**src/rtl/key_dir_ctrl.sv**
```systemverilog
// key_dir_ctrl: debounces four direction keys and a start/pause key and drives the held
// direction code and run enable. Build macro KEY_LOCK_REVERSE_EN rejects reversing presses.

module key_db #(
   parameter int DB_CYCLES = 500_000,
   parameter int CNT_W     = 19
) (
   input  logic clk_i,
   input  logic rst_i,
   input  logic key_n_i,
   output logic press_o,
   output logic idle_o
);
   // REL/PRESS_WAIT carry a released stable level, PRESSED/REL_WAIT a pressed one.
   typedef enum logic [1:0] {REL, PRESS_WAIT, PRESSED, REL_WAIT} state_e;

   state_e           state_q, state_d;
   logic [1:0]       sync_q;
   logic [CNT_W-1:0] cnt_q, cnt_d;
   logic             press_q, press_d;
   logic             s, done;

   assign s       = sync_q[1];
   assign done    = (cnt_q == CNT_W'(DB_CYCLES - 1));
   assign press_o = press_q;
   assign idle_o  = (state_q == REL) || (state_q == PRESS_WAIT);

   always_ff @(posedge clk_i) begin
      if (rst_i) begin
         sync_q  <= 2'b11;
         state_q <= REL;
         cnt_q   <= '0;
         press_q <= 1'b0;
      end else begin
         sync_q  <= {sync_q[0], key_n_i};
         state_q <= state_d;
         cnt_q   <= cnt_d;
         press_q <= press_d;
      end
   end

   // Counter runs only while the synced level disagrees with the stable level.
   always_comb begin
      state_d = state_q;
      cnt_d   = '0;
      press_d = 1'b0;
      case (state_q)
         REL, PRESS_WAIT: begin
            if (s) begin
               state_d = REL;
            end else if (done) begin
               state_d = PRESSED;
               press_d = 1'b1;
            end else begin
               state_d = PRESS_WAIT;
               cnt_d   = cnt_q + 1'b1;
            end
         end
         PRESSED, REL_WAIT: begin
            if (!s) begin
               state_d = PRESSED;
            end else if (done) begin
               state_d = REL;
            end else begin
               state_d = REL_WAIT;
               cnt_d   = cnt_q + 1'b1;
            end
         end
      endcase
   end
endmodule

module key_dir_ctrl #(
   parameter int DB_CYCLES = 500_000,
   parameter int CNT_W     = 19
) (
   input  logic       vga_clk,
   input  logic       sys_rst,
   input  logic [3:0] key_dir_n,
   input  logic       key_sta_n,
   output logic [3:0] direct_x,
   output logic       sta_en,
   output logic       key_evt
);
   logic [4:0] keys_n, press, idle;
   logic [3:0] dir_q, dir_d;
   logic       sta_q, sta_d, evt_q, evt_d;

   assign keys_n = {key_sta_n, key_dir_n};

   for (genvar i = 0; i < 5; i++) begin : g_key
      key_db #(
         .DB_CYCLES (DB_CYCLES),
         .CNT_W     (CNT_W)
      ) u_db (
         .clk_i   (vga_clk),
         .rst_i   (sys_rst),
         .key_n_i (keys_n[i]),
         .press_o (press[i]),
         .idle_o  (idle[i])
      );
   end

   always_ff @(posedge vga_clk) begin
      if (sys_rst) begin
         dir_q <= 4'b1111;
         sta_q <= 1'b0;
         evt_q <= 1'b0;
      end else begin
         dir_q <= dir_d;
         sta_q <= sta_d;
         evt_q <= evt_d;
      end
   end

   // A press wins only if it is the sole event and every other direction key is released.
   always_comb begin
      dir_d = dir_q;
      sta_d = sta_q ^ press[4];
      evt_d = 1'b0;
      for (int i = 0; i < 4; i++) begin
         if ((press[3:0] == (4'b0001 << i)) && ((idle[3:0] | (4'b0001 << i)) == 4'b1111)
`ifdef KEY_LOCK_REVERSE_EN
             && dir_q[3-i]
`endif
            ) begin
            dir_d = ~(4'b0001 << i);
            evt_d = 1'b1;
         end
      end
   end

   assign direct_x = dir_q;
   assign sta_en   = sta_q;
   assign key_evt  = evt_q;
endmodule

```
**config.mk**
```make
export PLATFORM = sky130hd
export DESIGN_NAME = key_dir_ctrl
export DESIGN_NICKNAME = d
export VERILOG_FILES = /design/src/rtl/key_dir_ctrl.sv
export SDC_FILE = /design/constraint.sdc
export NUM_CORES = 1
export LEC_CHECK = 0
export CAP_MARGIN = 20
export CORE_ASPECT_RATIO = 0.5
export CORE_UTILIZATION = 55
export CTS_CLUSTER_SIZE = 28
export DETAILED_ROUTE_END_ITERATION = 10
export GPL_ROUTABILITY_DRIVEN = 0
export MAX_ROUTING_LAYER = met4
export PLACE_DENSITY = 0.74
export SLEW_MARGIN = 10
export SYNTH_ARGS = -nofsm -noshare
export SYNTH_HDL_FRONTEND = slang
export SYNTH_SLANG_ARGS = --single-unit
```
**constraint.sdc**
```tcl
create_clock -name vga_clk -period 2.65 [get_ports vga_clk]
set_input_delay 0.53 -clock vga_clk [delete_from_list [all_inputs] [get_ports vga_clk]]
set_output_delay 0.53 -clock vga_clk [all_outputs]
set_load 0.01 [all_outputs]
```
## Word level (Yosys, flattened, before mapping)

Cells that the tools add are included.

| operators by class | value |
|---|---|
| add/sub/neg operators | 5 |
| eq/ne operators | 28 |
| multiplexer cells | 58 |
| bitwise operators | 6 |
| reductions and logical operators | 34 |

Operators with widths:

| operator | number |
|---|---|
| 19-bit 2-to-1 mux | 15 |
| 19-bit case mux with 2 select lines | 5 |
| 19-bit by 1-bit adder with 19-bit output, second input constant | 5 |
| 19-bit == test, second input constant | 5 |
| 2-bit 2-to-1 mux | 20 |
| 2-bit OR reduction | 11 |
| 2-bit == test, second input constant | 10 |
| 2-bit case mux with 2 select lines | 5 |
| 3-bit OR reduction | 6 |
| 4-bit 2-to-1 mux | 4 |
| 3-bit == test, second input constant | 4 |
| 2-bit by 1-bit == test with 1-bit output, second input constant | 5 |
| 2-bit zero test | 5 |
| 1-bit 2-to-1 mux | 9 |
| 1-bit NOT | 5 |
| 4-bit by 1-bit == test with 1-bit output, second input constant | 1 |
| 4-bit by 2-bit == test with 1-bit output, second input constant | 1 |
| 4-bit by 3-bit == test with 1-bit output, second input constant | 1 |
| 4-bit == test, second input constant | 1 |
| 1-bit logical AND | 4 |
| 1-bit logical OR | 4 |
| 4-bit nonzero test | 1 |
| 4-bit OR reduction | 1 |
| 3-bit nonzero test | 1 |
| other kinds (2) | 2 |

| storage, ports and cells | value |
|---|---|
| register bits | 126 |
| bits of input ports | 7 |

## Longest topological paths before layout

| logic depth | value |
|---|---|
| depth after elaboration | 8 |
| mapped depth | 7 |
| depth with buffers taken out | 5 |

## Cells and area by module

Synthesis repeated with hierarchy kept, for this count alone.

| second synthesis, totals | value |
|---|---|
| cells, all modules | 575 |
| area total of the unflattened synthesis | 5435.2 um^2 |

By module, submodules not included:

| module | instances | cells each | area each (um^2) | sequential area each (um^2) |
|---|---|---|---|---|
| key_db (g_key[0].u_db ...) | 4 | 108 | 1019.7 | 460.4 |
| key_db (g_key[4].u_db) | 1 | 108 | 1016.0 | 460.4 |
| key_dir_ctrl | 1 | 35 | 340.3 | 120.1 |

## Least setup slack after synthesis

OpenSTA, ideal clock, no wires.

| timing | value |
|---|---|
| path kind | reg2reg |
| start | register g_key[1].u_db.cnt_q[0] |
| end | register g_key[1].u_db.cnt_q[12] |
| data arrival time | 1.864 ns |
| setup slack | 0.669 ns |
| stages on the path, launching flop included | 8 |
| period minus slack after synthesis | 1.981 ns |
| cell sequence | dfxtp_1 > ha_1 > and4_1 > clkbuf_1 > nand4_1 > o21ai_1 > buf_2 > nor2_1 |

| between the ends | value |
|---|---|
| word-level cells in the longest chain between the ends | 4 |
| elaborated cells on any way between the ends | 6 |
| those cells by class | add/sub: 1; eq/ne: 1; mux: 4 |

RTL lines:

| what | RTL line | RTL |
|---|---|---|
| start, declared | 19 | `logic [CNT_W-1:0] cnt_q, cnt_d;` |
| start signal, assigned | 37 | `cnt_q <= cnt_d;` |
| 19-bit by 1-bit adder with 19-bit output / 19-bit == test (equally long branches) | 56, 66, 24 |  |
| 19-bit 2-to-1 mux * | 51, 62 |  |
| 19-bit 2-to-1 mux, on equally long branches | 60, 49 |  |
| 19-bit case mux with 2 select lines * | 47 | `case (state_q)` |

Mark *: on every way between the ends. The rest lies on a longest branch, timed or not.
A chain may end at the register's enable or synchronous reset.

## Worst setup path in the final report

| timing | value |
|---|---|
| start | register g_key[1].u_db.cnt_q[11] |
| end | register g_key[1].u_db.cnt_q[6] |

| between the ends | value |
|---|---|
| word-level cells in the longest chain between the ends | 4 |
| elaborated cells on any way between the ends | 5 |
| those cells by class | eq/ne: 1; mux: 4 |

RTL lines:

| what | RTL line | RTL |
|---|---|---|
| 19-bit == test * | 24 | `assign done = (cnt_q == CNT_W'(DB_CYCLES - 1));` |
| 19-bit 2-to-1 mux * | 51, 62 |  |
| 19-bit 2-to-1 mux, on equally long branches | 60, 49 |  |
| 19-bit case mux with 2 select lines * | 47 |  |

Marks and branches as above.

==> run_results.csv <==
group,metric,value,unit
critical_path,cp-start-kind,"flip-flop",
critical_path,r2r_cells,5,
route,drt-initial-drc-count,199,
floorplanning,die_w,141,µm
sta,slew-limit-headroom,49.5,%
critical_path,timing.critical_path.required,2950,ps
route,wirelength,10100,µm
critical_path,reg2reg_slack,440,ps
clock_tree,cts_buffer_depth,2,
yosys,ys_seq_area_share,45.8,%
floorplanning,fp-row-count,24,
global_routing,grt_first_pass_wirelength,18000,µm
finish,layout.cells.most_common,"sky130_fd_sc_hd__dfxtp_1",
global_routing,grt_start_max_net_pins,30,
sta,final-setup-viol-count,0,
yosys,syn-num-nets,606,
finish,post_route_cells_drive_above_1_share,9.68,%
sta,rsz0062_at_grt,"no",
sta,finalWorstPathRequiredPeriod,2210,ps
floorplanning,design.portCount,13,
route,drt_first_pass_iters,4,
min_path,hold_depth,1,
yosys,synth.cell_area,0.00529,mm²
route,final_antenna_net_count,0,
global_routing,via_count_of_the_first_global_routing_pass,3959,
yosys,synth_top_area_cell,"sky130_fd_sc_hd__dfxtp_1",
global_routing,antenna_found_initial,0,
critical_path,crit_path_top_delay_cell,"sky130_fd_sc_hd__o21ai_1",
critical_path,crit_chain,"nor4b_1 > nand4_1 > o21ai_1 > buf_4 > nor2_1",
finish,layout.cells.most_common_list,"sky130_fd_sc_hd__dfxtp_1, sky130_fd_sc_hd__nor2_1, sky130_fd_sc_hd__nand2_1",
clock_tree,clock_tree_from_tritoncts,"built",
global_routing,gr-total-overflow,0,
finish,seq_area,0.00242,mm²
placed_design,i_o_buffers,12,
critical_path,cpPeakStageDelay,650,ps
critical_path,path_class,"reg2reg",
yosys,post_synth_edffs,0,
critical_path,worstSetupPathDepth,5,
placed_design,dp_hpwl,6680,µm
sta,max_clock_freq,453,MHz
critical_path,cp_data_arrival_time,2510,ps
sta,tightestPinTransition,753,ps
clock_tree,postCtsResizedCells,0,
finish,multi_input_area,0.00274,mm²
route,wire_per_inst,13.5,µm
sta,setup-tns-final,0,ps
clock_tree,clkTransAtPathRegs,50,ps
finish,antenna_cells_inserted,0,
floorplanning,core_region_area,0.00901,mm²
critical_path,critPathBufInv,1,
clock_tree,clockRootBuffer,"sky130_fd_sc_hd__clkbuf_16",
critical_path,critPathCaptureType,"flip-flop",
yosys,netlist-cell-type-count,46,
finish,fillers,730,
min_path,hold_path.startpoint,"g_key[2].u_db.sync_q[0]",
sta,maxSlewViolCount,0,
yosys,synth_area_leaders,"sky130_fd_sc_hd__dfxtp_1, sky130_fd_sc_hd__nor2_1, sky130_fd_sc_hd__xnor2_1, sky130_fd_sc_hd__xor2_1, sky130_fd_sc_hd__a21oi_1",
min_path,hold-path-endpoint,"g_key[2].u_db.sync_q[1]",
route,via_count,4241,
floorplanning,die_height,71.3,µm
power_and_ir_drop,vdd_drop_max,0.000505,V
critical_path,ff_to_ff_end,"g_key[1].u_db.cnt_q[6]",
finish,design.final.nets,630,
global_routing,track_usage,23.2,%
floorplanning,initial_utilization,58.7,%
yosys,synth_area_per_cell,8.90,µm²
power_and_ir_drop,powerDensity,682,mW/mm²
yosys,synthCells,594,
sta,layout_worst_path_cycle_share,83.4,%
yosys,synth-seq-cells,121,
sta,final.setup_skew,8.06,ps
power_and_ir_drop,leakage,0.00186,µW
clock_tree,cts_hold_buf,0,
finish,layout-area-overhead-vs-synth,15.5,%
yosys,post-synth-top-area-fraction,45.8,%
run,drv_cap,0,
clock_tree,post-cts-setup-buffers,0,
clock_tree,htree_levels,4,
status,run_status,"finished clean",
clock_tree,clock-sinks,121,
clock_tree,insertion_delay,410,ps
yosys,yosys_warnings,0,
yosys,async_sr_flop_fraction,0,%
critical_path,worst_r2r_startpoint,"g_key[1].u_db.cnt_q[11]",
yosys,synth_top_flop_cell,"sky130_fd_sc_hd__dfxtp_1",
route,avgViaCountPerCell,5.68,
min_path,hold_class,"reg2reg",
critical_path,path_max_fanout,11,
sta,timing.final.hold_violations,0,
finish,final_core_utilization,67.8,%
clock_tree,cts_buffers,17,
route,post-route-drc-count,0,
critical_path,critical-path-top-delay-family,"simple AND/OR/NAND/NOR gates",
floorplanning,design.die.area,0.0100,mm²
==> layer usage <==
layer | routed length [µm] | global-route usage (%) | up-vias | share of wire, %
met5 | 0 | - | - | 0
li1 | - | - | 2190 | -
met4 | 144 | 11.1 | 0 | 1.4
met2 | 4430 | 35.2 | 73 | 44
met1 | 5060 | 29.5 | 1958 | 50
met3 | 447 | 5.41 | 20 | 4.4
==> sequential cells by signal, indices dropped and copies added, names as in the netlist <==
register	cells
g_key.u_db.cnt_q	95
g_key.u_db.sync_q	10
g_key.u_db.press_o	5
g_key.u_db.state_q	5
direct_x	4
key_evt	1
sta_en	1
==> synthesized netlist by cell type (5+ instances only) <==
master / number
sky130_fd_sc_hd__o21ai_0: 20
sky130_fd_sc_hd__nor2_1: 75
sky130_fd_sc_hd__or4_1: 15
sky130_fd_sc_hd__xnor2_1: 31
sky130_fd_sc_hd__clkbuf_1: 6
sky130_fd_sc_hd__and2_1: 6
sky130_fd_sc_hd__or3_1: 21
sky130_fd_sc_hd__or2_2: 17
sky130_fd_sc_hd__xor2_1: 31
sky130_fd_sc_hd__inv_1: 11
sky130_fd_sc_hd__dfxtp_1: 121
sky130_fd_sc_hd__and3_1: 8
sky130_fd_sc_hd__and4_1: 10
sky130_fd_sc_hd__ha_1: 5
sky130_fd_sc_hd__nor4_1: 17
sky130_fd_sc_hd__nand3_1: 35
sky130_fd_sc_hd__a21oi_1: 37
sky130_fd_sc_hd__nand2_1: 38
sky130_fd_sc_hd__o31ai_1: 12
sky130_fd_sc_hd__nand4_1: 24
sky130_fd_sc_hd__nor3_1: 9
==> worst max path at each step <==
stage | startpoint | end
finish | g_key[1].u_db.cnt_q[11] | g_key[1].u_db.cnt_q[6]
global placement | g_key[1].u_db.cnt_q[11] | g_key[1].u_db.cnt_q[3]
CTS | g_key[0].u_db.cnt_q[9] | g_key[0].u_db.cnt_q[10]
detailed placement | g_key[0].u_db.cnt_q[9] | g_key[0].u_db.cnt_q[13]
floorplan | g_key[1].u_db.cnt_q[0] | g_key[1].u_db.cnt_q[12]
global route | g_key[1].u_db.cnt_q[11] | g_key[1].u_db.cnt_q[5]
==> per-stage QoR <==
step,power [µW],cell area (µm²),instances,hold WS [ps],setup WS (ps)
finish,4160,6100,747,407,441
global route,4280,6100,747,427,233
CTS,4190,6100,747,409,479
detailed placement,1920,5520,716,397,512
global placement,1920,5510,715,391,469
floorplan,1900,5290,594,389,669
==> area by class of cell <==
cell class	instances	share of cell area, %
Clock buffer	22	7.60
Timing Repair Buffer	19	2.83
Inverter	11	0.676
Tap cell	117	2.40
Sequential cell	121	39.7
Multi-Input combinational cell	448	44.8
Clock inverter	9	2.01
==> report_power, final <==
| group | switching [µW] | internal, µW |
|---|---|---|
| Combinational | 23.4 | 19.5 |
| Sequential | 5.52 | 1830 |
| Clock | 770 | 1510 |
| Total | 799 | 3360 |
==> cells by family (layout without fill, tap and decap cells) <==
group	Yosys count	in the layout	share of synthesized area (%)
buffers and inverters	25	61	2.46
adder cells (fa/ha/maj)	5	5	1.18
flip-flops	121	121	45.8
AND/OR/NAND/NOR	301	301	31.3
XOR/XNOR	62	62	10.3
AO/OA/AOI/OAI	80	80	8.97
Power figures use the tool's default switching activity.
